File: src/rtl/risc_spm_pkg.sv
// Shared definitions for the RISC-SPM datapath multiplexer: mode encodings
// and the reset value used for data words.
package risc_spm_pkg;

  // Selection mode encodings carried on the mode input.
  localparam logic MODE_DIRECTED = 1'b0;
  localparam logic MODE_RR       = 1'b1;

  // Widest data word any instance is expected to carry; WORD_ZERO is sliced
  // down to the instance width where it is used.
  localparam int MAX_WORD_SIZE = 64;

  // Reset value for registered data words.
  localparam logic [MAX_WORD_SIZE-1:0] WORD_ZERO = '0;

  // Channel count limits for which the grant logic is sized.
  localparam int MIN_NUM_CH = 2;
  localparam int MAX_NUM_CH = 16;

endpackage

File: src/rtl/mux_nch_reg_if.sv
// Bundle of the per-channel input handshakes and the registered output slot.
// The slave modport is the multiplexer; the master modport is whatever drives
// the sources and consumes the output.
interface mux_nch_reg_if #(
  parameter int WORD_SIZE = 8,
  parameter int NUM_CH    = 5
);
  localparam int SEL_WIDTH = $clog2(NUM_CH);

  logic [NUM_CH*WORD_SIZE-1:0] data_in;
  logic [NUM_CH-1:0]           in_valid;
  logic [NUM_CH-1:0]           in_ready;
  logic                        mode;
  logic [SEL_WIDTH-1:0]        sel;
  logic [WORD_SIZE-1:0]        out_data;
  logic [SEL_WIDTH-1:0]        out_ch;
  logic                        out_valid;
  logic                        out_ready;
  logic                        sel_err;

  modport slave (
    input  data_in, in_valid, mode, sel, out_ready,
    output in_ready, out_data, out_ch, out_valid, sel_err
  );

  modport master (
    output data_in, in_valid, mode, sel, out_ready,
    input  in_ready, out_data, out_ch, out_valid, sel_err
  );

endinterface

File: src/rtl/mux_nch_reg_rr_arbiter.sv
// Combinational round-robin picker: returns the first requesting channel
// found when scanning upward from the channel after last_i, wrapping at
// NUM_CH. The last-grant pointer itself lives in the parent.
module rr_arbiter #(
  parameter  int NUM_CH    = 5,
  localparam int SEL_WIDTH = $clog2(NUM_CH)
) (
  input  logic [NUM_CH-1:0]    req_i,
  input  logic [SEL_WIDTH-1:0] last_i,
  output logic [SEL_WIDTH-1:0] gnt_o,
  output logic                 gnt_valid_o
);

  // One extra bit so last_i + 1 + offset (at most 2*NUM_CH-1) never overflows.
  localparam int EXT_WIDTH = SEL_WIDTH + 1;
  localparam logic [EXT_WIDTH-1:0] NUM_CH_X = EXT_WIDTH'(NUM_CH);

  logic [EXT_WIDTH-1:0] cand_sum [NUM_CH];
  logic [SEL_WIDTH-1:0] cand_idx [NUM_CH];
  logic [NUM_CH-1:0]    cand_req;

  // Candidate gi is the channel visited gi+1 steps after last_i; a single
  // conditional subtract replaces a modulo because the sum is below 2*NUM_CH.
  for (genvar gi = 0; gi < NUM_CH; gi++) begin : g_cand
    assign cand_sum[gi] = EXT_WIDTH'(last_i) + EXT_WIDTH'(gi + 1);
    assign cand_idx[gi] = (cand_sum[gi] >= NUM_CH_X) ?
                          SEL_WIDTH'(cand_sum[gi] - NUM_CH_X) :
                          SEL_WIDTH'(cand_sum[gi]);
    assign cand_req[gi] = req_i[cand_idx[gi]];
  end

  // Priority pick: the lowest scan offset with a request wins, so iterate
  // from the far end and let nearer candidates overwrite.
  always_comb begin
    gnt_o       = '0;
    gnt_valid_o = 1'b0;
    for (int k = NUM_CH - 1; k >= 0; k--) begin
      if (cand_req[k]) begin
        gnt_o       = cand_idx[k];
        gnt_valid_o = 1'b1;
      end
    end
  end

endmodule

File: src/rtl/mux_nch_reg.sv
// N-channel registered data multiplexer. Each channel offers a word with a
// valid/ready handshake; one channel is granted per cycle (directed by sel or
// round-robin) and its word lands in a single registered output slot that
// drains under out_ready backpressure.
module mux_nch_reg
  import risc_spm_pkg::*;
#(
  parameter  int WORD_SIZE = 8,
  parameter  int NUM_CH    = 5,
  localparam int SEL_WIDTH = $clog2(NUM_CH)
) (
  input logic          clk,
  input logic          rst,
  mux_nch_reg_if.slave bus
);

  localparam logic [SEL_WIDTH:0]     NUM_CH_X  = (SEL_WIDTH + 1)'(NUM_CH);
  localparam logic [SEL_WIDTH-1:0]   LAST_CH   = SEL_WIDTH'(NUM_CH - 1);
  localparam logic [WORD_SIZE-1:0]   DATA_ZERO = WORD_ZERO[WORD_SIZE-1:0];

  logic [WORD_SIZE-1:0] out_data_q,  out_data_d;
  logic [SEL_WIDTH-1:0] out_ch_q,    out_ch_d;
  logic                 out_valid_q, out_valid_d;
  logic                 sel_err_q,   sel_err_d;
  logic [SEL_WIDTH-1:0] rr_last_q,   rr_last_d;

  logic [WORD_SIZE-1:0] ch_word [NUM_CH];
  logic [NUM_CH-1:0]    in_ready_vec;
  logic [SEL_WIDTH-1:0] rr_gnt;
  logic                 rr_gnt_valid;
  logic [SEL_WIDTH-1:0] gnt_idx;
  logic                 gnt_valid;
  logic [WORD_SIZE-1:0] gnt_word;
  logic                 sel_in_range;
  logic                 free;
  logic                 xfer;

  // The slot can take a new word when empty or when it is being read out in
  // this same cycle, which allows back-to-back transfers.
  assign free         = !out_valid_q || bus.out_ready;
  assign sel_in_range = ({1'b0, bus.sel} < NUM_CH_X);

  rr_arbiter #(.NUM_CH(NUM_CH)) u_rr_arbiter (
    .req_i       (bus.in_valid),
    .last_i      (rr_last_q),
    .gnt_o       (rr_gnt),
    .gnt_valid_o (rr_gnt_valid)
  );

  // Grant source follows the mode input directly, so a mode change applies
  // in the same cycle. Directed grants ignore in_valid entirely, which keeps
  // in_ready free of any combinational dependence on in_valid in that mode.
  always_comb begin
    gnt_idx   = '0;
    gnt_valid = 1'b0;
    if (bus.mode == MODE_RR) begin
      gnt_idx   = rr_gnt;
      gnt_valid = rr_gnt_valid;
    end else begin
      gnt_idx   = bus.sel;
      gnt_valid = sel_in_range;
    end
  end

  // Unpack channel words and build the one-hot ready vector.
  for (genvar gi = 0; gi < NUM_CH; gi++) begin : g_ch
    assign ch_word[gi]      = bus.data_in[gi*WORD_SIZE +: WORD_SIZE];
    assign in_ready_vec[gi] = free && gnt_valid && (gnt_idx == SEL_WIDTH'(gi));
  end

  // Granted word selected by equality compare so an unused select code never
  // indexes past the last channel.
  always_comb begin
    gnt_word = DATA_ZERO;
    for (int k = 0; k < NUM_CH; k++) begin
      if (gnt_idx == SEL_WIDTH'(k)) begin
        gnt_word = ch_word[k];
      end
    end
  end

  assign xfer = |(in_ready_vec & bus.in_valid);

  // Next-state for the output slot, select-error flag and round-robin pointer.
  always_comb begin
    out_data_d  = out_data_q;
    out_ch_d    = out_ch_q;
    out_valid_d = out_valid_q;
    rr_last_d   = rr_last_q;
    sel_err_d   = (bus.mode == MODE_DIRECTED) && !sel_in_range;
    if (xfer) begin
      out_data_d  = gnt_word;
      out_ch_d    = gnt_idx;
      out_valid_d = 1'b1;
      // Directed transfers leave the pointer alone so round-robin resumes
      // where it left off.
      if (bus.mode == MODE_RR) begin
        rr_last_d = gnt_idx;
      end
    end else if (out_valid_q && bus.out_ready) begin
      out_valid_d = 1'b0;
    end
  end

  // State registers; reset overrides any transfer in the same cycle.
  always_ff @(posedge clk) begin
    if (rst) begin
      out_data_q  <= DATA_ZERO;
      out_ch_q    <= '0;
      out_valid_q <= 1'b0;
      sel_err_q   <= 1'b0;
      rr_last_q   <= LAST_CH;
    end else begin
      out_data_q  <= out_data_d;
      out_ch_q    <= out_ch_d;
      out_valid_q <= out_valid_d;
      sel_err_q   <= sel_err_d;
      rr_last_q   <= rr_last_d;
    end
  end

  assign bus.in_ready  = in_ready_vec;
  assign bus.out_data  = out_data_q;
  assign bus.out_ch    = out_ch_q;
  assign bus.out_valid = out_valid_q;
  assign bus.sel_err   = sel_err_q;

endmodule

File: src/flat_wrapper.sv
// flat-port wrapper written by rule: the top's interface ports become plain ports
module mux_nch_reg_flat import risc_spm_pkg::*;
#(
  parameter  int WORD_SIZE = 8,
  parameter  int NUM_CH    = 5,
  localparam int SEL_WIDTH = $clog2(NUM_CH)
)
  (clk, rst, bus_data_in, bus_in_valid, bus_mode, bus_sel, bus_out_ready, bus_in_ready, bus_out_data, bus_out_ch, bus_out_valid, bus_sel_err);
  mux_nch_reg_if #(.WORD_SIZE(WORD_SIZE), .NUM_CH(NUM_CH)) bus_i ();
  input logic clk;
  input logic rst;
  input wire logic [$bits(bus_i.data_in)-1:0] bus_data_in;
  input wire logic [$bits(bus_i.in_valid)-1:0] bus_in_valid;
  input wire logic [$bits(bus_i.mode)-1:0] bus_mode;
  input wire logic [$bits(bus_i.sel)-1:0] bus_sel;
  input wire logic [$bits(bus_i.out_ready)-1:0] bus_out_ready;
  output wire logic [$bits(bus_i.in_ready)-1:0] bus_in_ready;
  output wire logic [$bits(bus_i.out_data)-1:0] bus_out_data;
  output wire logic [$bits(bus_i.out_ch)-1:0] bus_out_ch;
  output wire logic [$bits(bus_i.out_valid)-1:0] bus_out_valid;
  output wire logic [$bits(bus_i.sel_err)-1:0] bus_sel_err;
  assign bus_i.data_in = bus_data_in;
  assign bus_i.in_valid = bus_in_valid;
  assign bus_i.mode = bus_mode;
  assign bus_i.sel = bus_sel;
  assign bus_i.out_ready = bus_out_ready;
  assign bus_in_ready = bus_i.in_ready;
  assign bus_out_data = bus_i.out_data;
  assign bus_out_ch = bus_i.out_ch;
  assign bus_out_valid = bus_i.out_valid;
  assign bus_sel_err = bus_i.sel_err;
  mux_nch_reg #(.WORD_SIZE(WORD_SIZE), .NUM_CH(NUM_CH)) u_core (.clk(clk), .rst(rst), .bus(bus_i));
endmodule
File: config.mk
export PLATFORM = sky130hd
export DESIGN_NAME = mux_nch_reg_flat
export DESIGN_NICKNAME = d
export VERILOG_FILES = /design/src/rtl/risc_spm_pkg.sv /design/src/rtl/mux_nch_reg_if.sv /design/src/rtl/mux_nch_reg_rr_arbiter.sv /design/src/rtl/mux_nch_reg.sv /design/src/flat_wrapper.sv
export SDC_FILE = /design/constraint.sdc
export NUM_CORES = 1
export LEC_CHECK = 0
export CAP_MARGIN = 20
export CORE_AREA = 4 4 91 93
export CTS_CLUSTER_DIAMETER = 60
export DETAILED_ROUTE_END_ITERATION = 10
export DIE_AREA = 0 0 95 97
export PLACE_DENSITY = 0.59
export SYNTH_ARGS = -nofsm -noshare
export SYNTH_HDL_FRONTEND = slang
export SYNTH_SLANG_ARGS = --single-unit
export TNS_END_PERCENT = 1
File: constraint.sdc
create_clock -name clk -period 6.1 [get_ports clk]
set_input_delay 1.22 -clock clk [delete_from_list [all_inputs] [get_ports clk]]
set_output_delay 1.22 -clock clk [all_outputs]
set_load 0.02 [all_outputs]
=== Yosys cells after proc, flatten, opt, wreduce, memory -nomap -nowiden ===
Cells that the tools add are included.

* Register bits after elaboration: 16
* Word-level logic and storage cells: 81

* Add/sub/neg operators: 10
* Magnitude comparators: 11
* Eq/ne operators: 4
* Mux-type cells: 34
* Bitwise gates (word level): 2
* Reductions and logical operators: 15

{| class="wikitable"
|+ Operator list
! kind !! number
|-
| $mux W8 || 5
|-
| $mux W3 || 11
|-
| $ge A4 B3 Y1 const B || 5
|-
| $lt A3 B4 Y1 const B || 5
|-
| $bmux W1 S3 || 5
|-
| $sub A3 B3 Y3 const B || 5
|-
| $mux W1 || 13
|-
| $add A3 B2 Y4 const B || 2
|-
| $add A3 B3 Y4 const B || 2
|-
| $logic_and A1 B1 Y1 || 8
|-
| $eq A3 B2 Y1 const B || 2
|-
| $and A5 B5 Y5 || 1
|-
| $reduce_or A5 Y1 || 1
|-
| $add A3 B1 Y4 const B || 1
|-
| $eq A3 B1 Y1 const B || 1
|-
| $eq A3 B3 Y1 const B || 1
|-
| $logic_not A3 Y1 || 1
|-
| $lt A3 B3 Y1 const B || 1
|-
| $logic_not A1 Y1 || 2
|-
| $reduce_and A2 Y1 || 1
|-
| $reduce_bool A2 Y1 || 1
|-
| $logic_or A1 B1 Y1 || 1
|-
| $not A1 Y1 || 1
|}

=== Depth between registers and ports, before layout ===
Gate-level depths: netlist of run 1.

* Depth in word-level cells: 17
* Gate-level depth with buffers: 18
* Gate-level depth less buffers: 14

=== Modules after synthesis ===
From an unflattened synthesis of run 1, not the netlist that was laid out.

* Cells, all modules: 300
* Area total of the unflattened synthesis: 2384.8 um2

{| class="wikitable"
|+ Modules (own cells, without submodules)
! module !! instances !! cells an instance !! area an instance (um2) !! seq. area each (um2)
|-
| rr_arbiter || 1 || 162 || 1196.1 || 0.0
|-
| mux_nch_reg || 1 || 138 || 1188.6 || 320.3
|}

=== Worst setup path after synthesis of run 1 ===
OpenSTA, ideal clock, no wires.

* Path kind: input to output
* From: input port bus_in_valid[2]
* To: output port bus_in_ready[2]
* Arrival: 3.557 ns
* Data required time: 4.880 ns
* Slack: 1.323 ns
* Cell stages on the path: 10
* Buffers on the path: 3
* Path through: clkbuf_1 -> mux4_2 -> o211ai_1 -> a221o_1 -> a221oi_2 -> o211ai_2 -> buf_6 -> buf_4 -> nand2b_1 -> a21oi_1

* Cells in the longest elaborated chain, start to end: 10
* Elaborated cells between the ends (all ways): 25
* Those cells by class: 1 x eq/ne; 22 x mux; 2 x reduce/logical

{| class="wikitable"
|+ Ends and longest elaborated chain
! item !! RTL line !! source
|-
| start: declaration || flat_wrapper.sv:13 || <nowiki>input wire logic [$bits(bus_i.in_valid)-1:0] bus_in_valid;</nowiki>
|-
| $bmux W1 S3 || mux_nch_reg_rr_arbiter.sv:29 || <nowiki>assign cand_req[gi] = req_i[cand_idx[gi]];</nowiki>
|-
| $mux W1 (not written as such) || mux_nch_reg_rr_arbiter.sv:29 ||
|-
| $mux W3 / $mux W1 (equally long branches) (5 in series) || mux_nch_reg_rr_arbiter.sv:38 || <nowiki>if (cand_req[k]) begin</nowiki>
|-
| $mux W3 / $mux W1 (equally long branches) || mux_nch_reg.sv:56 || <nowiki>if (bus.mode == MODE_RR) begin</nowiki>
|-
| $eq A3 B2 Y1 / $logic_and A1 B1 Y1 (equally long branches) || mux_nch_reg.sv:68 || <nowiki>assign in_ready_vec[gi] = free && gnt_valid && (gnt_idx == SEL_WIDTH'(gi));</nowiki>
|-
| $logic_and A1 B1 Y1 (*) || mux_nch_reg.sv:68 ||
|-
| end: declaration || flat_wrapper.sv:17 || <nowiki>output wire logic [$bits(bus_i.in_ready)-1:0] bus_in_ready;</nowiki>
|}

Mark *: on every way between the ends. The rest lies on a longest branch, timed or not. The select of a mux whose other input is x is not followed.

=== Worst setup path after layout of run 1 ===
* From: input port bus_in_valid[1]
* To: output port bus_in_ready[2]

The elaborated chain is that of the path after synthesis.

==> results.yml, run 1 <==
detailed_routing:
  dr.pass1.iters: 4
  detail_route.wl_per_cell_um: 17.8
  via_count: 2802
  drtIter0Drc: 202
  ant_nets: 0
  totalWireLength_um: 8560
  drt-vias-per-instance: 5.84
  drc: 0
cells_and_area:
  fin_nets: 442
  syn2layout_area_growth_pct: 31.8
  num_antenna_cells: 0
  layout-drive-gt1-share_pct: 12.7
clock_network:
  cts_root_buf: "clkbuf_8"
  clockBufferDepth: 2
  numCtsBuffers: 3
  cts_tree: "built"
  h-tree-depth: 1
  path_clk_slew_ns: 0.07
  post_cts_resized: 0
  cts.sinks: 16
  cts_setup_buffers: 0
  postCtsHoldBufs: 0
  clock_insertion_delay_worst_skew_ns: 0.26
power_and_ir_drop:
  p_seq_share_pct: 8.0
  p_comb_share_pct: 87.2
  switching_share_pct: 53.4
  ir_drop_mv: 0.201
  finalPower_mw: 2.13
  p_int_mw: 0.991
  clock_power_share_pct: 4.8
  switchingPower_mw: 1.13
  power_density_nw_per_um2: 635
  leakage_nw: 1.30
setup_path:
  worst-setup-path-type: "primary input to primary output"
  worstRegToRegCells: 13
  r2r-start: "u_core.rr_last_q[1]"
  start_kind: "primary input"
  cp_cell_sequence: "clkdlybuf4s50_1 > mux2i_1 > a21oi_1 > o211ai_1 > a221o_1 > a221oi_2 > o211ai_2 > buf_4 > nand2b_1 > a21oi_1 > clkdlybuf4s50_1"
  crit_buf_inv: 3
  crit_cells: 11
  cp-startpoint: "bus_in_valid[1]"
  worst_ep_required_time_ns: 4.88
  endpoint_kind: "primary output"
  r2r_end: "u_core.bus.out_data[1]"
  r2r_slack_ns: 1.72
  cp_top_family: "buffers and inverters"
  cp_slowest_cell: "clkdlybuf4s50_1"
  cpPeakStageDelay_ns: 0.73
  cp.arrival_ns: 4.46
  crit_fanout: 11
floorplanning:
  rows: 32
  die_h_um: 97
  core_um2: 7530
  dieWidth_um: 95
  start_util_pct: 33.8
  dieArea_um2: 9220
  ios: 70
timing:
  slew_violations: 0
  slew_headroom_pct: 58.8
  fmax_mhz: 176
  hold_ws_ns: 0.462
  finalCritPeriodShare_pct: 93.1
  rsz0062_at_grt: "no"
  period_needed_ns: 5.68
  fin_setup_tns_ns: 0
  fin_ws_ns: 0.423
  finalHoldViolations: 0
  skew_ns: 0.00504
  setup_violations: 0
  worstMarginPinSlew_ns: 0.602
synth:
  synth_edf_count: 0
  yosysSeqAreaShare_pct: 12.6
  synth.avg_cell_area_um2: 8.07
  ys_types: 81
  ys_warn_count: 0
  synth_area_leader_cell: "dfxtp_1"
  ys_top_cells_by_area: "dfxtp_1, mux2i_1, a211oi_1"
  syn_inst: 315
  synthTopCellsByCount: "mux2i_1, inv_1, nand2_1, a211oi_1, dfxtp_1"
  ys_ff_latch: 16
  syn_nets: 378
  synth_most_common_cell: "mux2i_1"
  synth_top_cell_area_share_pct: 12.6
  netlist_area_um2: 2540
  synth_flop_cell: "dfxtp_1"
  ys_async_sr_fraction_pct: 0
grt:
  grt_use_total_pct: 18.7
  grt_pass1_wl_um: 14000
  grt_pass1_vias: 2717
  antenna_found_initial: 0
  grt_max_degree: 39
  grt_overflow: 0
placed_design:
  place_ws_ns: 0.460
  globalplace.congestion: 0.866
  port_buffers: 69
  hpwl_um: 6810
hold_path:
  min_to: "u_core.bus.out_data[6]"
  hold_path_class: "register to register"
  whs_path_depth: 2
  hp-start: "u_core.bus.out_data[6]"
outcome:
  status: "finished, final reports clean"
flow_run:
  drv_cap: 0
[sequential cells by signal, summed over array words and instances, names as in the netlist]
| name | count |
|---|---|
| u_core.bus.out_ch | 3 |
| u_core.bus.out_valid | 1 |
| u_core.bus.sel_err | 1 |
| u_core.rr_last_q | 3 |
| u_core.bus.out_data | 8 |
[power by group through the flow]
stage,Clock [mW],Combinational [mW],Sequential [mW]
4_1_cts,0.104,1.84,0.170
2_1_floorplan,0,1.37,0.196
3_5_place_dp,0,1.82,0.172
6_report,0.101,1.85,0.171
5_1_grt,0.109,2.01,0.176
3_3_place_gp,0,1.84,0.173
[through the flow]
stage	utilization (%)	cells	instance area, um^2
final	44.5	480	3350
after global placement	43.8	476	3300
after floorplan	-	315	2540
after global routing	44.5	480	3350
after CTS	44.5	480	3350
after detailed placement	43.8	476	3300
[worst reg2reg max path, delay by kind of cell (launching register included)]
kind            cells  cell delay, ns
flops               1            0.53
buf+inv             2            0.48
simple gates        3            1.04
fa+ha+maj           1            0.65
compound gates      7            1.54
[kinds of logic after synthesis]
logic type / count (synthesis) / synth area share [%]
AOI/OAI and AO/OA: 115 / 36.4
buffers and inverters: 44 / 9.50
xor gates and xnor gates: 2 / 0.689
DFF: 16 / 12.6
and+or+nand+nor: 102 / 24.0
adders and majority gates: 11 / 5.71
muxes: 25 / 11.1
[layout by cell type (no fill, tap or decap), drive strengths merged, types with 4 or more instances in the layout]
cell and instances:
clkdlybuf4s50 69, mux2i 21, inv 21, nand2 20, a211oi 20, dfxtp 16
nor2 16, a21oi 14, buf 13, nand2b 13, nor3 12, o21ai 11
ha 10, a221oi 10, nand3 9, a21o 8, o2bb2ai 8, nor2b 6
o211ai 5, and3 5, a31oi 4, clkbuf 4
[worst max path at each step]
stage                                 end
after floorplan           bus_in_ready[2]
after global placement    bus_in_ready[2]
after detailed placement  bus_in_ready[2]
after CTS                 bus_in_ready[2]
after global routing      bus_in_ready[2]
final                     bus_in_ready[2]
[routing by layer]
layer / part of all wire [%] / GRT usage (%) / wire length (um) / vias to the layer above
met5: 0 / 0 / 0 / -
met4: 2.5 / 4.88 / 216 / 0
met3: 5.5 / 3.27 / 473 / 23
met2: 46 / 28.6 / 3960 / 103
met1: 46 / 27.0 / 3900 / 1323
li1: - / - / - / 1353
[final cells by class]
cell class	instances	area, um^2
Timing Repair Buffer	82	788
Clock buffer	4	55.1
Tap cell	102	128
Inverter	21	78.8
Multi-Input combinational cell	255	1980
Sequential cell	16	320
Fill cell	791	4180
Power figures use the tool's default switching activity.
==> run 2, diff against run 1 <==
--- a/config.mk
+++ b/config.mk
@@ -10,6 +10,7 @@
 export CTS_CLUSTER_DIAMETER = 60
 export DETAILED_ROUTE_END_ITERATION = 10
 export DIE_AREA = 0 0 95 97
+export MAX_ROUTING_LAYER = met4
 export PLACE_DENSITY = 0.59
 export SYNTH_ARGS = -nofsm -noshare
 export SYNTH_HDL_FRONTEND = slang
==> results.yml, run 2 (synthesis gave the netlist of run 1 again) <==
grt:
  grt_use_total_pct: 19.7
  grt_max_degree: 39
  grt_pass1_wl_um: 14300
  grt_pass1_vias: 2762
  grt_overflow: 0
  antenna_found_initial: 0
setup_path:
  endpoint_kind: "primary output"
  worstRegToRegCells: 15
  r2r-start: "u_core.rr_last_q[1]"
  cp-startpoint: "bus_in_valid[3]"
  worst-setup-path-type: "primary input to primary output"
  crit_fanout: 11
  worstSetupEndpoint: "bus_in_ready[2]"
  cp_top_family: "buffers and inverters"
  crit_top_cell: "clkdlybuf4s50_1"
  r2r_slack_ns: 1.77
  start_kind: "primary input"
  crit_buf_inv: 3
  cp_slowest_cell: "clkdlybuf4s50_1"
  cp_cell_sequence: "clkdlybuf4s50_1 > or3_1 > a211oi_1 > a211o_1 > nor3_1 > or4_4 > o211ai_2 > buf_4 > nand2b_1 > a21oi_1 > clkdlybuf4s50_1"
  cpPeakStageDelay_ns: 0.61
  cp.arrival_ns: 4.47
  worst_ep_required_time_ns: 4.88
  crit_cells: 11
  r2r_end: "u_core.bus.out_data[2]"
clock_network:
  cts.sinks: 16
  cts_tree: "built"
  cts_root_buf: "clkbuf_8"
  post_cts_resized: 0
  postCtsHoldBufs: 0
  path_clk_slew_ns: 0.07
  clock_insertion_delay_worst_skew_ns: 0.26
  numCtsBuffers: 3
  cts_setup_buffers: 0
  h-tree-depth: 1
  clockBufferDepth: 2
timing:
  fmax_mhz: 176
  worstMarginPinSlew_ns: 0.640
  rsz0062_at_grt: "no"
  fin_setup_tns_ns: 0
  finalCritPeriodShare_pct: 93.3
  slew_violations: 0
  slew_headroom_pct: 56.2
  period_needed_ns: 5.69
  setup_violations: 0
  finalHoldViolations: 0
  skew_ns: 0.00740
detailed_routing:
  drtIter0Drc: 250
  drc: 0
  drt-vias-per-instance: 5.84
  ant_nets: 0
  detail_route.wl_per_cell_um: 18.0
  dr.pass1.iters: 5
  totalWireLength_um: 8670
  via_count: 2807
hold_path:
  hold_path_class: "register to register"
cells_and_area:
  fillCellCount: 786
  multi_input_area_um2: 1980
  num_antenna_cells: 0
  largest_register_ffs: 8
  final_core_util_pct: 44.6
  layout-drive-gt1-share_pct: 12.9
  regArea_um2: 320
  syn2layout_area_growth_pct: 32.1
  final_cell_mix: "clkdlybuf4s50_1, mux2i_1, inv_1"
  final_common_cell: "clkdlybuf4s50_1"
  finish.cell_count_without_fillers: 481
  fin_nets: 443
flow_run:
  drv_cap: 0
floorplanning:
  core_um2: 7530
  start_util_pct: 33.8
  rows: 32
  ios: 70
  dieArea_um2: 9220
  dieWidth_um: 95
  die_h_um: 97
power_and_ir_drop:
  leakage_nw: 1.30
  ir_drop_mv: 0.236
  power_density_nw_per_um2: 634
  finalPower_mw: 2.13
placed_design:
  globalplace.congestion: 0.882
  port_buffers: 69
  hpwl_um: 6970
  place_inst: 477
outcome:
  status: "finished, final reports clean"
## run 2: layout make-up
cell class	count	area share, %
Clock buffer	4	1.64
Multi-Input combinational cell	255	59.0
Inverter	21	2.35
Timing Repair Buffer	83	23.7
Sequential cell	16	9.54
Tap cell	102	3.80
## run 2: worst register-to-register path, stage by stage (launching register included)
cell	delay, ns
dfxtp_1	0.52
inv_1	0.11
buf_4	0.19
ha_1	0.18
ha_1	0.52
nor2_1	0.10
a21bo_2	0.25
a211o_1	0.27
nor2_2	0.21
a221oi_2	0.12
buf_4	0.18
or4b_1	0.51
a32oi_1	0.34
o21ai_2	0.22
a221oi_1	0.39
a211oi_1	0.09
## run 2: worst min-delay path by stage
stage | start | to | cells past startpoint | slack (ns)
after floorplan | u_core.bus.out_data[0] | u_core.bus.out_data[0] | 2 | 0.53
after global placement | u_core.bus.out_data[3] | u_core.bus.out_data[3] | 2 | 0.45
after detailed placement | u_core.bus.out_data[7] | u_core.bus.out_data[7] | 2 | 0.45
after CTS | u_core.bus.out_data[4] | u_core.bus.out_data[4] | 2 | 0.46
after global routing | u_core.bus.out_data[4] | u_core.bus.out_data[4] | 2 | 0.49
final | u_core.bus.out_data[4] | u_core.bus.out_data[4] | 2 | 0.46
## run 2: routing by layer
layer / vias up / track usage (%) / wire length, um
li1: 1363 / - / -
met1: 1343 / 27.4 / 4030
met2: 87 / 29.6 / 4020
met3: 14 / 3.81 / 460
met4: 0 / 4.00 / 154
met5: - / - / 0
## run 2: through the flow
stage | hold WS (ns) | setup WS, ns | cell area, um^2
final | 0.457 | 0.408 | 3360
after global routing | 0.487 | 0.259 | 3360
after CTS | 0.463 | 0.422 | 3360
after detailed placement | 0.448 | 0.426 | 3300
after global placement | 0.449 | 0.506 | 3300
after floorplan | 0.531 | 1.32 | 2540
## run 2: power by group
part	switching [mW]	internal, mW
combinational	1.06	0.799
sequential	0.0289	0.140
clock	0.0420	0.0574
==> run 3, diff against run 2 <==
--- a/config.mk
+++ b/config.mk
@@ -15,4 +15,3 @@
 export SYNTH_ARGS = -nofsm -noshare
 export SYNTH_HDL_FRONTEND = slang
 export SYNTH_SLANG_ARGS = --single-unit
-export TNS_END_PERCENT = 1
==> results of run 3 <==
Final layout, timing and power as in run 2 (identical DEF).
